$ cat config.mk
export PLATFORM = sky130hd
export DESIGN_NAME = ahb2apb_flat
export DESIGN_NICKNAME = d
export VERILOG_FILES = /design/src/rtl/wb_ahb_pkg.sv /design/src/rtl/ahb2apb_if.sv /design/src/rtl/ahb2apb_dec.sv /design/src/rtl/ahb2apb.sv /design/src/flat_wrapper.sv
export SDC_FILE = /design/constraint.sdc
export NUM_CORES = 1
export LEC_CHECK = 0
export CORE_MARGIN = 3
export CORE_UTILIZATION = 42
export DETAILED_ROUTE_END_ITERATION = 10
export GPL_ROUTABILITY_DRIVEN = 0
export HOLD_SLACK_MARGIN = 0.1
export PLACE_DENSITY_LB_ADDON = 0.1
export SLEW_MARGIN = 0
export SYNTH_ARGS = -nofsm -noshare
export SYNTH_HDL_FRONTEND = slang
export SYNTH_SLANG_ARGS = --single-unit
export TNS_END_PERCENT = 1
$ cat constraint.sdc
create_clock -name hclk -period 4.3 [get_ports hclk]
set_clock_uncertainty 0.05 [all_clocks]
set_input_delay 0.86 -clock hclk [delete_from_list [all_inputs] [get_ports hclk]]
set_output_delay 0.86 -clock hclk [all_outputs]
set_load 0.03 [all_outputs]
$ cat src/rtl/wb_ahb_pkg.sv
// Bus encodings and bridge FSM states, shared by ahb2apb and wb2ahb.
package wb_ahb_pkg;

    typedef enum logic [1:0] {
        HTRANS_IDLE   = 2'b00,
        HTRANS_BUSY   = 2'b01,
        HTRANS_NONSEQ = 2'b10,
        HTRANS_SEQ    = 2'b11
    } htrans_e;

    typedef enum logic [1:0] {
        HRESP_OKAY  = 2'b00,
        HRESP_ERROR = 2'b01
    } hresp_e;

    typedef enum logic [2:0] {
        IDLE,
        LATCH,
        SETUP,
        ENABLE,
        RESP,
        ERR1,
        ERR2
    } state_e;

endpackage

$ cat src/rtl/ahb2apb_if.sv
// AHB slave-side and APB master-side signals of the bridge.
interface ahb2apb_if #(
    parameter int ADDR_WIDTH = 32,
    parameter int DATA_WIDTH = 32
);
    logic                  hsel;
    logic [1:0]            htrans;
    logic [2:0]            hsize;
    logic [2:0]            hburst;
    logic                  hwrite;
    logic [ADDR_WIDTH-1:0] haddr;
    logic [DATA_WIDTH-1:0] hwdata;
    logic [DATA_WIDTH-1:0] hrdata;
    logic                  hready;
    logic [1:0]            hresp;

    logic [ADDR_WIDTH-1:0] paddr;
    logic [3:0]            psel;
    logic                  penable;
    logic                  pwrite;
    logic [DATA_WIDTH-1:0] pwdata;
    logic [DATA_WIDTH-1:0] prdata;
    logic                  pready;
    logic                  pslverr;

    // The bridge itself: AHB slave, APB master.
    modport slave (
        input  hsel, htrans, hsize, hburst, hwrite, haddr, hwdata,
        output hrdata, hready, hresp,
        output paddr, psel, penable, pwrite, pwdata,
        input  prdata, pready, pslverr
    );

    // The surrounding system: AHB master and APB slaves.
    modport master (
        output hsel, htrans, hsize, hburst, hwrite, haddr, hwdata,
        input  hrdata, hready, hresp,
        input  paddr, psel, penable, pwrite, pwdata,
        output prdata, pready, pslverr
    );
endinterface

$ cat src/rtl/ahb2apb_dec.sv
// One-hot APB slave select from address bits [13:12].
module ahb2apb_dec (
    input  logic [1:0] addr_sel,
    output logic [3:0] psel_onehot
);
    always_comb begin
        psel_onehot = 4'b0001 << addr_sel;
    end
endmodule

$ cat src/rtl/ahb2apb.sv
// Single-clock AHB-to-APB bridge: one APB access per accepted AHB transfer,
// bursts degrade to independent single transfers.
module ahb2apb
    import wb_ahb_pkg::*;
#(
    parameter int ADDR_WIDTH = 32,
    parameter int DATA_WIDTH = 32
) (
    input  logic     hclk,
    input  logic     hreset_n,
    ahb2apb_if.slave bus
);

    state_e                state_q,  state_d;
    logic [ADDR_WIDTH-1:0] paddr_q,  paddr_d;
    logic                  pwrite_q, pwrite_d;
    logic [DATA_WIDTH-1:0] pwdata_q, pwdata_d;
    logic [DATA_WIDTH-1:0] hrdata_q, hrdata_d;

    logic       accept;
    logic       hready;
    hresp_e     hresp;
    logic       psel_en;
    logic       penable;
    logic [3:0] psel_dec;

    // Size and burst type travel with the transfer but never change behaviour.
    logic unused_ok;
    assign unused_ok = ^{bus.hsize, bus.hburst};

    assign accept = bus.hsel
                  && (htrans_e'(bus.htrans) inside {HTRANS_NONSEQ, HTRANS_SEQ})
                  && (state_q inside {IDLE, RESP, ERR2});

    ahb2apb_dec u_dec (
        .addr_sel    (paddr_q[13:12]),
        .psel_onehot (psel_dec)
    );

    always_comb begin
        // NOTE: every signal gets a default first so no path leaves it unassigned (no latch).
        state_d  = state_q;
        paddr_d  = paddr_q;
        pwrite_d = pwrite_q;
        pwdata_d = pwdata_q;
        hrdata_d = hrdata_q;
        hready   = 1'b1;
        hresp    = HRESP_OKAY;
        psel_en  = 1'b0;
        penable  = 1'b0;

        if (accept) begin
            paddr_d  = bus.haddr;
            pwrite_d = bus.hwrite;
        end

        case (state_q)
            IDLE: begin
                if (accept) state_d = LATCH;
            end
            LATCH: begin
                hready = 1'b0;
                if (pwrite_q) pwdata_d = bus.hwdata;
                state_d = SETUP;
            end
            SETUP: begin
                hready  = 1'b0;
                psel_en = 1'b1;
                state_d = ENABLE;
            end
            ENABLE: begin
                hready  = 1'b0;
                psel_en = 1'b1;
                penable = 1'b1;
                if (bus.pready) begin
                    if (bus.pslverr) begin
                        state_d = ERR1;
                    end else begin
                        if (!pwrite_q) hrdata_d = bus.prdata;
                        state_d = RESP;
                    end
                end
            end
            RESP: begin
                state_d = accept ? LATCH : IDLE;
            end
            ERR1: begin
                hready  = 1'b0;
                hresp   = HRESP_ERROR;
                state_d = ERR2;
            end
            ERR2: begin
                hresp   = HRESP_ERROR;
                state_d = accept ? LATCH : IDLE;
            end
            default: state_d = IDLE;
        endcase
    end

    // NOTE: sequential state uses non-blocking assignments so all flops update together.
    always_ff @(posedge hclk or negedge hreset_n) begin
        if (!hreset_n) begin
            state_q  <= IDLE;
            paddr_q  <= '0;
            pwrite_q <= 1'b0;
            pwdata_q <= '0;
            hrdata_q <= '0;
        end else begin
            state_q  <= state_d;
            paddr_q  <= paddr_d;
            pwrite_q <= pwrite_d;
            pwdata_q <= pwdata_d;
            hrdata_q <= hrdata_d;
        end
    end

    // Handshake outputs decode straight from the state so reset clears them at once.
    assign bus.hready  = hready;
    assign bus.hresp   = hresp;
    assign bus.psel    = psel_en ? psel_dec : 4'b0000;
    assign bus.penable = penable;
    assign bus.paddr   = paddr_q;
    assign bus.pwrite  = pwrite_q;
    assign bus.pwdata  = pwdata_q;
    assign bus.hrdata  = hrdata_q;

endmodule

$ cat src/flat_wrapper.sv
// flat-port wrapper written by rule: the top's interface ports become plain ports
module ahb2apb_flat import wb_ahb_pkg::*;
#(
    parameter int ADDR_WIDTH = 32,
    parameter int DATA_WIDTH = 32
)
  (hclk, hreset_n, bus_hsel, bus_htrans, bus_hsize, bus_hburst, bus_hwrite, bus_haddr, bus_hwdata, bus_hrdata, bus_hready, bus_hresp, bus_paddr, bus_psel, bus_penable, bus_pwrite, bus_pwdata, bus_prdata, bus_pready, bus_pslverr);
  ahb2apb_if #(.ADDR_WIDTH(ADDR_WIDTH), .DATA_WIDTH(DATA_WIDTH)) bus_i ();
  input  logic hclk;
  input  logic hreset_n;
  input wire logic [$bits(bus_i.hsel)-1:0] bus_hsel;
  input wire logic [$bits(bus_i.htrans)-1:0] bus_htrans;
  input wire logic [$bits(bus_i.hsize)-1:0] bus_hsize;
  input wire logic [$bits(bus_i.hburst)-1:0] bus_hburst;
  input wire logic [$bits(bus_i.hwrite)-1:0] bus_hwrite;
  input wire logic [$bits(bus_i.haddr)-1:0] bus_haddr;
  input wire logic [$bits(bus_i.hwdata)-1:0] bus_hwdata;
  output wire logic [$bits(bus_i.hrdata)-1:0] bus_hrdata;
  output wire logic [$bits(bus_i.hready)-1:0] bus_hready;
  output wire logic [$bits(bus_i.hresp)-1:0] bus_hresp;
  output wire logic [$bits(bus_i.paddr)-1:0] bus_paddr;
  output wire logic [$bits(bus_i.psel)-1:0] bus_psel;
  output wire logic [$bits(bus_i.penable)-1:0] bus_penable;
  output wire logic [$bits(bus_i.pwrite)-1:0] bus_pwrite;
  output wire logic [$bits(bus_i.pwdata)-1:0] bus_pwdata;
  input wire logic [$bits(bus_i.prdata)-1:0] bus_prdata;
  input wire logic [$bits(bus_i.pready)-1:0] bus_pready;
  input wire logic [$bits(bus_i.pslverr)-1:0] bus_pslverr;
  assign bus_i.hsel = bus_hsel;
  assign bus_i.htrans = bus_htrans;
  assign bus_i.hsize = bus_hsize;
  assign bus_i.hburst = bus_hburst;
  assign bus_i.hwrite = bus_hwrite;
  assign bus_i.haddr = bus_haddr;
  assign bus_i.hwdata = bus_hwdata;
  assign bus_hrdata = bus_i.hrdata;
  assign bus_hready = bus_i.hready;
  assign bus_hresp = bus_i.hresp;
  assign bus_paddr = bus_i.paddr;
  assign bus_psel = bus_i.psel;
  assign bus_penable = bus_i.penable;
  assign bus_pwrite = bus_i.pwrite;
  assign bus_pwdata = bus_i.pwdata;
  assign bus_i.prdata = bus_prdata;
  assign bus_i.pready = bus_pready;
  assign bus_i.pslverr = bus_pslverr;
  ahb2apb #(.ADDR_WIDTH(ADDR_WIDTH), .DATA_WIDTH(DATA_WIDTH)) u_core (.hclk(hclk), .hreset_n(hreset_n), .bus(bus_i));
endmodule
==> impl.org <==
** Synth
- The most used flip-flop cell after synthesis is sky130_fd_sc_hd__dfrtp_1.
- After technology mapping, the gate count stands at 236.
- The synthesized netlist occupies a cell area of 0.00391 sq mm.
- In this run, distinct cell masters in the synthesized netlist total 24.
- In this run, synthesis produced a sequential element count of 100.
- Share of the yosys chip area belonging to registers :: 0.640
- Net count after synthesis :: 346
- The share of synthesized area in the top cell type comes to 0.640.
- Average cell area after synthesis :: 16.6 sq um
- Area contributors post-synth :: sky130_fd_sc_hd__dfrtp_1 (64%), sky130_fd_sc_hd__mux2_2 (27%), sky130_fd_sc_hd__buf_6 (2.9%)
- Number of enable flip-flop cells after synthesis :: 0
- Counting flops with an async set or reset pin after synthesis yields a share of 1.00.
- Total number of yosys warnings :: 0
- Of all cell types, the one taking the most synthesized area is sky130_fd_sc_hd__dfrtp_1.

** Placed design
- Count of buffers from port buffering :: 206
- Detailed placement finished with a half-perimeter wire length of 6980 um.

** Detailed routing
- WL per Instance :: 16.5 um
- The first detailed-routing pass took 2 iterations.
- The routed layout has 2662 vias.
- Count of unresolved DRC violations after routing :: 0
- Total detailed-routing wirelength :: 9180 um
- Remaining number of nets flagged by the antenna check after routing :: 0
- Number of vias per cell :: 4.79
- For this block, the initial DRC count from the detailed router was 41.

** STA
- Final setup fails :: 0
- Max-slew headroom at the worst pin :: 0.277
- For the pin with the worst max-slew slack, the measured transition is 1080 ps.
- The worst path in the final design needs a cycle of 2970 ps, including I/O delays and setup.
- Setup repair after global routing left no endpoint under its margin.
- Count of final hold-check violations :: 0
- Max Transition Viols Final :: 0
- In the final timing run, aggregate negative setup slack is 0 ps.
- Worst hold slack after final layout :: 454 ps
- Highest achievable clock rate :: 337 MHz
- Dividing the final minimum period by the clock period gives 0.690.

** Clock tree
- Resized cells post-CTS :: 0
- TritonCTS clock tree :: yes
- Counting along the longest clock path gives a buffer depth of 2.
- Clock Sink Count :: 100
- Buffers added to address setup during post-CTS repair amount to 0.
- Buffers inserted during clock tree synthesis total 9.
- Cell at the root of the clock tree :: sky130_fd_sc_hd__clkbuf_8
- For this design, the CTS-stage hold fixing added 0 buffers.
- Clock latency at the later pin of the worst-skew pair :: 350 ps
- Clock transition time at the flip-flop clock pins of the worst setup and hold paths :: 90 ps
- The H-tree was split into 3 levels.

** Final layout
- The layout has 671 filler cells.
- Ratio of cells with drive above 1 in the final layout :: 0.266
- From synthesis to final layout, the design area changed by 58.9%.
- Net total in the final layout :: 553
- Antenna fix cells :: 0

** Job
- Count of max-cap constraint violations :: 0

** Power and ir drop
- Leak Pwr :: 2.58 nW
- The completed layout was analyzed and its total power is 5.14 mW.
- The worst-case IR drop observed on VDD is 0.438 mV.
- For this design the ratio of total power to cell area is 829 mW/mm^2.

** GRT
- Entering global routing, the biggest net connects 89 pins.
- The initial antenna violation count was 0.
- The first global-routing pass estimated 13900 um of wire.
- Across every metal layer, demand over resource in global routing totals 0.174.
- Summed over all layers, the global routing overflow is 0.
- The via count of the first global-routing pass is 2790.

** Run status
- Outcome :: complete, no violations

** Worst setup path
- Crit path arrival time :: 2060 ps
- In this run the worst path has a maximum fanout of 9.
- The largest individual stage delay along the critical path comes from the cell sky130_fd_sc_hd__clkdlybuf4s50_1.
- For this run, the slowest stage of the critical path takes 680 ps.
- Critical path startpoint category :: flop
- Data on the critical path is required at its endpoint by 3390 ps.
- Crit. End Element :: output pin
- Walking the worst path, the cells encountered are nor2b_4 > and3_1 > clkdlybuf4s50_1.
- The critical path is of the reg -> out type.

** Floorplan
- The floorplan step defined a core boundary enclosing 0.00889 sq mm.
- Effective utilization at floorplan :: 0.439
- Row count :: 34
- Die height :: 102 um
- During I/O placement, the number of pins put on the boundary was 215.
- The die covers 0.0105 sq mm.
- In this run the horizontal extent of the chip is 102 um.

** Hold path
- Worst min-delay path category :: reg -> reg
[stage by stage]
| step | cells | worst slack (ps) | instance area [sq um] | utilization |
|---|---|---|---|---|
| finish | 556 | 1330 | 6210 | 0.698 |
| global route | 556 | 1160 | 6210 | 0.698 |
| CTS | 556 | 1300 | 6210 | 0.698 |
| detailed placement | 540 | 1430 | 6010 | 0.676 |
| global placement | 540 | 1470 | 6010 | 0.676 |
| floorplan | 236 | 2010 | 3910 | - |
[registers in the layout (all words and copies together), names as in the netlist]
signal / count
u_core.bus.pwrite: 1
u_core.state_q: 3
u_core.bus.pwdata: 32
u_core.bus.paddr: 32
u_core.bus.hrdata: 32
[synth_stat cells (all sizes together) (2+ instances only)]
| library cell | count |
|---|---|
| nor3 | 2 |
| and2 | 2 |
| dfrtp | 100 |
| a21oi | 3 |
| nand2 | 4 |
| buf | 12 |
| mux2 | 98 |
| nor2b | 4 |
[report_power, final]
part           internal (mW)  leakage (nW)  switching, mW
registers               1.41          1.20          0.266
clock network          0.284        0.0983          0.317
logic                   1.37          1.28           1.50
[cells in the final DEF (no fill, tap or decap), types with 2 or more instances in the layout]
master	netlist	routed
sky130_fd_sc_hd__clkbuf_8	0	10
sky130_fd_sc_hd__clkinv_2	0	2
sky130_fd_sc_hd__clkdlybuf4s50_1	0	205
sky130_fd_sc_hd__mux2_2	94	94
sky130_fd_sc_hd__nand2_1	3	3
sky130_fd_sc_hd__dfrtp_1	100	100
sky130_fd_sc_hd__nor2b_1	3	3
sky130_fd_sc_hd__buf_4	2	4
sky130_fd_sc_hd__and2_1	2	2
sky130_fd_sc_hd__mux2_1	4	4
sky130_fd_sc_hd__clkinvlp_4	0	2
sky130_fd_sc_hd__a21oi_1	3	3
[logic make-up (layout without fill, tap and decap cells)]
family / count (synthesis) / count (layout) / share of synthesized area
mux: 98 / 98 / 0.282
other cells: 1 / 1 / 0.000960
flops: 100 / 100 / 0.640
xor+xnor: 1 / 1 / 0.00224
simple gates: 18 / 18 / 0.0333
buf+inv: 13 / 225 / 0.0339
compound gates: 5 / 5 / 0.00672
[worst paths after layout]
check | startpoint | end | slack (ps) | depth (start not counted)
max | u_core.state_q[1] | bus_psel[3] | 1330 | 3
min | u_core.bus.hrdata[26] | u_core.bus.hrdata[26] | 450 | 1
max reg2reg | u_core.state_q[1] | u_core.bus.paddr[3] | 2160 | 4
min reg2reg | u_core.bus.hrdata[26] | u_core.bus.hrdata[26] | 450 | 1
max in group asynchronous | hreset_n | u_core.bus.hrdata[5] | 2740 | 2
min in group asynchronous | hreset_n | u_core.bus.pwdata[8] | 650 | 1
[critical path: cells and delay by family (launching register included)]
family,cells,cell delay [ps]
AND/OR/NAND/NOR,2,480
flip-flops,1,540
buffers and inverters,1,680
[layout make-up]
cell class	instances	area, sq um	share of cell area
clock buffer	10	138	0.0222
sequential	100	2500	0.403
timing repair buffer	209	2080	0.335
clock inverter	6	63.8	0.0103
multi-input combinational	123	1290	0.207
tap	108	135	0.0218
[routing by layer]
| metal | up-vias | track usage | wire [um] |
|---|---|---|---|
| li1 | 1234 | - | - |
| met1 | 1298 | 0.193 | 3460 |
| met2 | 120 | 0.296 | 4660 |
| met3 | 10 | 0.0744 | 945 |
| met4 | 0 | 0.0656 | 123 |
| met5 | - | 0 | 0 |
Power figures use the tool's default switching activity.
